--- src/rtl/sound_event_scheduler_pkg.sv ---
// Shared types and constants for the sound event scheduler.
// SOUND_GAP_EN adds the S_GAP state (one silent tick after non-death sounds).
package sound_pkg;

    localparam int unsigned KEY_W  = 4;
    localparam int unsigned TICK_W = 4;
    localparam int unsigned KCNT_W = 3;

    localparam logic [KEY_W-1:0] KEY_SHOT   = 4'd1;
    localparam logic [KEY_W-1:0] KEY_DEATH  = 4'd2;
    localparam logic [KEY_W-1:0] KEY_KILL   = 4'd3;
    localparam logic [KEY_W-1:0] KEY_SILENT = 4'd15;

    typedef enum logic [1:0] {
        S_IDLE = 2'd0,
        S_PLAY = 2'd1,
        S_END  = 2'd2
`ifdef SOUND_GAP_EN
        , S_GAP = 2'd3
`endif
    } sched_state_t;

    typedef enum logic [1:0] {
        EV_NONE  = 2'd0,
        EV_SHOT  = 2'd1,
        EV_KILL  = 2'd2,
        EV_DEATH = 2'd3
    } event_t;

    // One cycle's worth of game-logic event requests.
    typedef struct packed {
        logic              shot;
        logic [KCNT_W-1:0] kills;
        logic              death;
    } ev_req_t;

    function automatic logic [KEY_W-1:0] event_key(input event_t ev);
        logic [KEY_W-1:0] k;
        case (ev)
            EV_SHOT:  k = KEY_SHOT;
            EV_KILL:  k = KEY_KILL;
            EV_DEATH: k = KEY_DEATH;
            default:  k = KEY_SILENT;
        endcase
        return k;
    endfunction

endpackage

--- src/rtl/sound_event_scheduler_if.sv ---
// Event inputs from game logic and tone-select outputs to the tone generator.
interface sound_event_scheduler_if;

    logic                         slowClk;
    logic                         shotFired;
    logic [sound_pkg::KCNT_W-1:0] enemyDead;
    logic                         playerDead;
    logic [sound_pkg::KEY_W-1:0]  sound_key;
    logic                         sound_active;
    logic                         game_over;

    modport master (
        output slowClk, shotFired, enemyDead, playerDead,
        input  sound_key, sound_active, game_over
    );

    modport slave (
        input  slowClk, shotFired, enemyDead, playerDead,
        output sound_key, sound_active, game_over
    );

endinterface

--- src/rtl/sound_event_scheduler_pending_queue.sv ---
// Latches pending sound requests and presents the highest-priority one.
// pop consumes whichever event is currently on top_ev_c.
module sound_pending_queue
    import sound_pkg::*;
(
    input  logic    clk,
    input  logic    reset,
    input  ev_req_t req,
    input  logic    freeze,
    input  logic    pop,
    output event_t  top_ev_c
);

    logic              shot_pend_q, shot_pend_d;
    logic              death_pend_q, death_pend_d;
    logic [KCNT_W-1:0] kill_cnt_q, kill_cnt_d;
    logic              pop_shot, pop_kill, pop_death;
    logic [KCNT_W:0]   kill_sum;

    // Priority: death, then kill, then shot.
    always_comb begin
        top_ev_c = EV_NONE;
        if (death_pend_q)                  top_ev_c = EV_DEATH;
        else if (kill_cnt_q != '0)         top_ev_c = EV_KILL;
        else if (shot_pend_q)              top_ev_c = EV_SHOT;
    end

    assign pop_shot  = pop && (top_ev_c == EV_SHOT);
    assign pop_kill  = pop && (top_ev_c == EV_KILL);
    assign pop_death = pop && (top_ev_c == EV_DEATH);

    // New requests win over a same-cycle pop; kill count saturates at 7.
    always_comb begin
        shot_pend_d  = shot_pend_q;
        death_pend_d = death_pend_q;
        kill_cnt_d   = kill_cnt_q;
        kill_sum     = (KCNT_W+1)'(kill_cnt_q) + (KCNT_W+1)'(req.kills)
                     - (KCNT_W+1)'(pop_kill);
        if (!freeze) begin
            shot_pend_d  = req.shot  | (shot_pend_q  & ~pop_shot);
            death_pend_d = req.death | (death_pend_q & ~pop_death);
            kill_cnt_d   = (kill_sum > (KCNT_W+1)'(7)) ? KCNT_W'(7) : kill_sum[KCNT_W-1:0];
        end
    end

    always_ff @(posedge clk) begin
        if (reset) begin
            shot_pend_q  <= 1'b0;
            death_pend_q <= 1'b0;
            kill_cnt_q   <= '0;
        end else begin
            shot_pend_q  <= shot_pend_d;
            death_pend_q <= death_pend_d;
            kill_cnt_q   <= kill_cnt_d;
        end
    end

endmodule

--- src/rtl/sound_event_scheduler.sv ---
// Schedules shot/kill/death sounds onto one tone channel for fixed tick counts.
// Define SOUND_GAP_EN to insert one silent slowClk tick after each non-death sound.
module sound_event_scheduler
    import sound_pkg::*;
#(
    parameter int unsigned SHOT_TICKS  = 2,
    parameter int unsigned KILL_TICKS  = 3,
    parameter int unsigned DEATH_TICKS = 5
) (
    input logic                    clk,
    input logic                    reset,
    sound_event_scheduler_if.slave bus
);

    sched_state_t      state_q, state_d;
    event_t            cur_ev_q, cur_ev_d;
    logic [TICK_W-1:0] tick_cnt_q, tick_cnt_d;
    logic [KEY_W-1:0]  sound_key_q, sound_key_d;
    logic              sound_active_q, sound_active_d;
    logic              game_over_q, game_over_d;
    logic              pop;
    event_t            top_ev_c;
    ev_req_t           req;

    function automatic logic [TICK_W-1:0] ev_ticks(input event_t ev);
        logic [TICK_W-1:0] t;
        t = TICK_W'(SHOT_TICKS);
        if (ev == EV_KILL)       t = TICK_W'(KILL_TICKS);
        else if (ev == EV_DEATH) t = TICK_W'(DEATH_TICKS);
        return t;
    endfunction

    assign req = '{bus.shotFired, bus.enemyDead, bus.playerDead};

    sound_pending_queue u_queue (
        .clk      (clk),
        .reset    (reset),
        .req      (req),
        .freeze   (state_q == S_END),
        .pop      (pop),
        .top_ev_c (top_ev_c)
    );

    // Next state; a tick in the cycle a sound starts is never counted.
    always_comb begin
        state_d    = state_q;
        cur_ev_d   = cur_ev_q;
        tick_cnt_d = tick_cnt_q;
        pop        = 1'b0;
        case (state_q)
            S_IDLE: begin
                if (top_ev_c != EV_NONE) begin
                    state_d    = S_PLAY;
                    cur_ev_d   = top_ev_c;
                    tick_cnt_d = ev_ticks(top_ev_c);
                    pop        = 1'b1;
                end
            end
            S_PLAY: begin
                if (cur_ev_q != EV_DEATH && top_ev_c == EV_DEATH) begin
                    cur_ev_d   = EV_DEATH;
                    tick_cnt_d = ev_ticks(EV_DEATH);
                    pop        = 1'b1;
                end else if (bus.slowClk) begin
                    tick_cnt_d = tick_cnt_q - TICK_W'(1);
                    if (tick_cnt_q == TICK_W'(1)) begin
                        cur_ev_d = EV_NONE;
`ifdef SOUND_GAP_EN
                        state_d  = (cur_ev_q == EV_DEATH) ? S_END : S_GAP;
`else
                        state_d  = (cur_ev_q == EV_DEATH) ? S_END : S_IDLE;
`endif
                    end
                end
            end
`ifdef SOUND_GAP_EN
            S_GAP: begin
                if (top_ev_c == EV_DEATH) begin
                    state_d    = S_PLAY;
                    cur_ev_d   = EV_DEATH;
                    tick_cnt_d = ev_ticks(EV_DEATH);
                    pop        = 1'b1;
                end else if (bus.slowClk) begin
                    state_d = S_IDLE;
                end
            end
`endif
            S_END: begin
                state_d = S_END;
            end
            default: begin
                state_d = S_IDLE;
            end
        endcase

        sound_key_d    = (state_d == S_PLAY) ? event_key(cur_ev_d) : KEY_SILENT;
        sound_active_d = (state_d == S_PLAY);
        game_over_d    = (state_d == S_END);
    end

    always_ff @(posedge clk) begin
        if (reset) begin
            state_q        <= S_IDLE;
            cur_ev_q       <= EV_NONE;
            tick_cnt_q     <= '0;
            sound_key_q    <= KEY_SILENT;
            sound_active_q <= 1'b0;
            game_over_q    <= 1'b0;
        end else begin
            state_q        <= state_d;
            cur_ev_q       <= cur_ev_d;
            tick_cnt_q     <= tick_cnt_d;
            sound_key_q    <= sound_key_d;
            sound_active_q <= sound_active_d;
            game_over_q    <= game_over_d;
        end
    end

    assign bus.sound_key    = sound_key_q;
    assign bus.sound_active = sound_active_q;
    assign bus.game_over    = game_over_q;

endmodule

--- src/flat_wrapper.sv ---
// flat-port wrapper written by rule: the top's interface ports become plain ports
module sound_event_scheduler_flat import sound_pkg::*;
#(
    parameter int unsigned SHOT_TICKS  = 2,
    parameter int unsigned KILL_TICKS  = 3,
    parameter int unsigned DEATH_TICKS = 5
)
  (clk, reset, bus_slowClk, bus_shotFired, bus_enemyDead, bus_playerDead, bus_sound_key, bus_sound_active, bus_game_over);
  sound_event_scheduler_if bus_i ();
  input logic clk;
  input logic reset;
  input wire logic [$bits(bus_i.slowClk)-1:0] bus_slowClk;
  input wire logic [$bits(bus_i.shotFired)-1:0] bus_shotFired;
  input wire logic [$bits(bus_i.enemyDead)-1:0] bus_enemyDead;
  input wire logic [$bits(bus_i.playerDead)-1:0] bus_playerDead;
  output wire logic [$bits(bus_i.sound_key)-1:0] bus_sound_key;
  output wire logic [$bits(bus_i.sound_active)-1:0] bus_sound_active;
  output wire logic [$bits(bus_i.game_over)-1:0] bus_game_over;
  assign bus_i.slowClk = bus_slowClk;
  assign bus_i.shotFired = bus_shotFired;
  assign bus_i.enemyDead = bus_enemyDead;
  assign bus_i.playerDead = bus_playerDead;
  assign bus_sound_key = bus_i.sound_key;
  assign bus_sound_active = bus_i.sound_active;
  assign bus_game_over = bus_i.game_over;
  sound_event_scheduler #(.SHOT_TICKS(SHOT_TICKS), .KILL_TICKS(KILL_TICKS), .DEATH_TICKS(DEATH_TICKS)) u_core (.clk(clk), .reset(reset), .bus(bus_i));
endmodule
--- config.mk ---
export PLATFORM = sky130hd
export DESIGN_NAME = sound_event_scheduler_flat
export DESIGN_NICKNAME = d
export VERILOG_FILES = /design/src/rtl/sound_event_scheduler_pkg.sv /design/src/rtl/sound_event_scheduler_if.sv /design/src/rtl/sound_event_scheduler_pending_queue.sv /design/src/rtl/sound_event_scheduler.sv /design/src/flat_wrapper.sv
export SDC_FILE = /design/constraint.sdc
export NUM_CORES = 1
export LEC_CHECK = 0
export ABC_AREA = 1
export CAP_MARGIN = 20
export CORE_MARGIN = 3
export CORE_UTILIZATION = 45
export DETAILED_ROUTE_END_ITERATION = 6
export PLACE_DENSITY = 0.67
export SLEW_MARGIN = 0
export SYNTH_ARGS = -nofsm -noshare
export SYNTH_HDL_FRONTEND = slang
export SYNTH_SLANG_ARGS = --single-unit
--- constraint.sdc ---
create_clock -name clk -period 3 [get_ports clk]
set_clock_uncertainty 0.05 [all_clocks]
set_input_delay 0.9 -clock clk [delete_from_list [all_inputs] [get_ports clk]]
set_output_delay 0.9 -clock clk [all_outputs]
set_load 0.01 [all_outputs]
==> summary.md <==
| Metric | Value |
|---|---|
| Layout fillers | `248` |
| Mean number of vias per cell | `5.02` |
| Cell Pwr Density | `828 mW/mm²` |
| Worst-case clock buffer depth | `2` |
| CP top delay family | `simple AND/OR/NAND/NOR gates` |
| # DRC | `0` |
| Post-CTS setup repair buffer count | `0` |
| Total CTS buffers | `3` |
| Fmax | `376 MHz` |
| Wire length per cell | `11.1 µm` |
| Sequential share of power | `33.5%` |
| Fraction of the yosys area taken by sequential cells | `33.2%` |
| Gr ovfl total | `0` |
| Vias in the first global route | `1013` |
| Met3 wire len | `100 µm` |
| Maxcap violations | `0` |
| Post-CTS Resized | `0` |
| Share of layout cells above drive strength 1 | `5.68%` |
| CP Launch Type | `flip-flop` |
| Vert. Die Dim | `55.1 µm` |
| Placer congestion estimate | `0.854` |
| EDFF count, synth | `0` |
| Critical Path Fanout Max | `3` |
| Chip width | `55.1 µm` |
| Crit end category | `flip-flop` |
| DR iter-0 viols | `24` |
| Setup TNS | `0 ps` |
| Placed Area | `0.00124 mm²` |
| WS Path Type | `flip-flop to flip-flop` |
| Status | `finished, final reports clean` |
| First-pass GRT wire length | `4150 µm` |
| Die Area | `0.00304 mm²` |
| Area of the mapped netlist | `0.00108 mm²` |
| Io pins | `14` |
| RSZ-0062 raised after global routing | `no` |
| Total net switching power | `0.452 mW` |
| Rel. slew slack | `77.8%` |
| Hold Crit Start | `u_core.tick_cnt_q[0]$_SDFFE_PP0P_` |
| Initial antenna violation count | `0` |
| Worst-Skew Late Latency | `300 ps` |
| Comb power frac | `55.1%` |
| Synth unique cells | `23` |
| Start point of the critical path | `u_core.u_queue.kill_cnt_q[1]$_SDFFE_PP0P_` |
| Final core occ | `55.9%` |
| Largest stage delay on the critical path | `440 ps` |
| CTS Root Cell | `clkbuf_4` |
| Post-synthesis cell count | `162` |
| CTS tree | `yes` |
| Minimum clock period | `2660 ps` |
| Most Frequent Cell on Critical Path | `inv_1` |
| Slowest stage cell on the critical path | `fa_1` |
| Critical Path RT | `3150 ps` |
| Largest net degree at the start of global routing | `10` |
| Met1 Wirelength | `1020 µm` |
| Seq cells post-synth | `18` |
| Ys flop type | `dfxtp_1` |
| H-tree depth | `1` |
| Max IR drop VDD | `0.443 mV` |
| Post-DP HPWL | `1810 µm` |
| Fin Hold WS | `442 ps` |
| Number of diodes | `0` |
| Asr flop ratio synth | `0%` |
| Hold Path Class | `flip-flop to flip-flop` |
| Reg2reg start | `u_core.u_queue.kill_cnt_q[1]$_SDFFE_PP0P_` |
| Most common cell after layout, fill and taps aside | `nand2_1` |
| Synthesized area per cell | `6.70 µm²` |
| Pint | `0.593 mW` |
| Top Metal Used | `met4` |
| Cell Chain, Critical Path | `nor2_1 -> nand4_1 -> nor2_1 -> nor4_1 -> ha_1 -> inv_1 -> ha_1 -> inv_1 -> fa_1 -> xor2_1 -> nand4_1 -> nand2_1 -> inv_1` |
| Fin crit share | `88.6%` |
| Count of final setup violators | `0` |
| Hold buffers post-CTS | `0` |
| Nets | `195` |
| Via count | `1025` |
| Tot Pwr | `1.04 mW` |
| Cell area after layout | `0.00126 mm²` |
| LEAKAGE | `0.649 nW` |
| Syn nets | `179` |
| Synthesis Warnings | `0` |
| Clock network power share | `11.4%` |
| Port bufs | `13` |
| DRT Pass-1 Iters | `4` |
| Area Growth Syn to Fin | `16.3%` |
| Met2 routed WL | `1080 µm` |
| Detailed Route WL | `2270 µm` |
| Sw frac | `43.3%` |
| Post-route antenna net violation count | `0` |
| Slew Limit Fails | `0` |
| GRT Util Overall | `19.6%` |
| # rows | `17` |
| Num Clock Sinks | `18` |
| Worst EP arrival | `2810 ps` |
| Worst-Margin Slew | `332 ps` |
| Initial Util | `48.1%` |
| Fin. Hold Viols | `0` |
| Register clock-pin slew on the reported worst setup and hold paths | `100 ps` |
| Most frequent cells in the layout | `nand2_1 (45), inv_1 (30), dfxtp_1 (18), nor2_1 (13), clkdlybuf4s50_1 (13)` |
| CP Buf/Inv Count | `3` |
| Core area | `0.00225 mm²` |
## per-layer routing
metal / up-vias / global-route usage (%)
met5: - / 0
met4: 0 / 10.9
met3: 5 / 3.75
met2: 20 / 33.9
met1: 465 / 22.4
li1: 535 / -
## flip-flops by register name (all words and copies together), names as in the netlist
register                     count
u_core.cur_ev_q                  2
u_core.state_q                   2
u_core.u_queue.kill_cnt_q        3
u_core.u_queue.shot_pend_q       1
u_core.bus.sound_key             3
u_core.bus.sound_active          1
u_core.u_queue.death_pend_q      1
u_core.bus.game_over             1
u_core.tick_cnt_q                4
## layout make-up
class	instances	area, µm²	area share (%)
Sequential cell	18	360	28.6
Inverter	31	116	9.23
Tap cell	28	35.0	2.78
Multi-Input combinational cell	111	597	47.3
Timing Repair Buffer	13	130	10.3
Clock buffer	3	22.5	1.79
## path summary, 6_finish.rpt
path | end | slack (ps) | cells after the start
worst max-delay path | u_core.u_queue.kill_cnt_q[2]$_SDFFE_PP0P_ | 340 | 13
worst min-delay path | u_core.tick_cnt_q[0]$_SDFFE_PP0P_ | 440 | 2
worst max register to register | u_core.u_queue.kill_cnt_q[2]$_SDFFE_PP0P_ | 340 | 13
worst min register to register | u_core.tick_cnt_q[0]$_SDFFE_PP0P_ | 440 | 2
## power by group through the flow
stage                     clock (mW)  sequential, mW  combinational, mW
after CTS                      0.121           0.350              0.583
after global routing           0.129           0.361              0.682
after detailed placement           0           0.355              0.574
after global placement             0           0.355              0.557
after floorplan                    0           0.351              0.426
final                          0.119           0.350              0.575
## cell families (layout without fill, tap and decap cells)
group / Yosys count / after routing / share of synthesized area, %
flops: 18 / 18 / 33.2
fa+ha+maj: 9 / 9 / 11.1
compound gates: 19 / 19 / 9.80
xor+xnor: 2 / 2 / 1.62
simple gates: 81 / 81 / 32.5
buf+inv: 33 / 47 / 11.8
## through the flow
step / worst slack [ps] / std cells
6_report: 341 / 204
5_1_grt: 92.2 / 204
4_1_cts: 366 / 204
2_1_floorplan: 705 / 162
3_5_place_dp: 283 / 201
3_3_place_gp: 342 / 201
## Yosys cell counts (all sizes together), types with 2 or more instances
master,number,area (µm²)
o21ai,6,30.0
a21oi,10,50.1
xor2,2,17.5
nand4,6,37.5
inv,31,116
nand2,47,181
nand3,10,50.1
ha,8,100
nor2,16,72.6
dfxtp,18,360
## worst register-to-register path, stage by stage, from the launching register on
cell and delay [ps]:
dfxtp_1 340, nor2_1 210, nand4_1 170, nor2_1 310, nor4_1 110, ha_1 310
inv_1 60, ha_1 160, inv_1 60, fa_1 440, xor2_1 150, nand4_1 100
nand2_1 70, inv_1 30
Power figures use the tool's default switching activity.
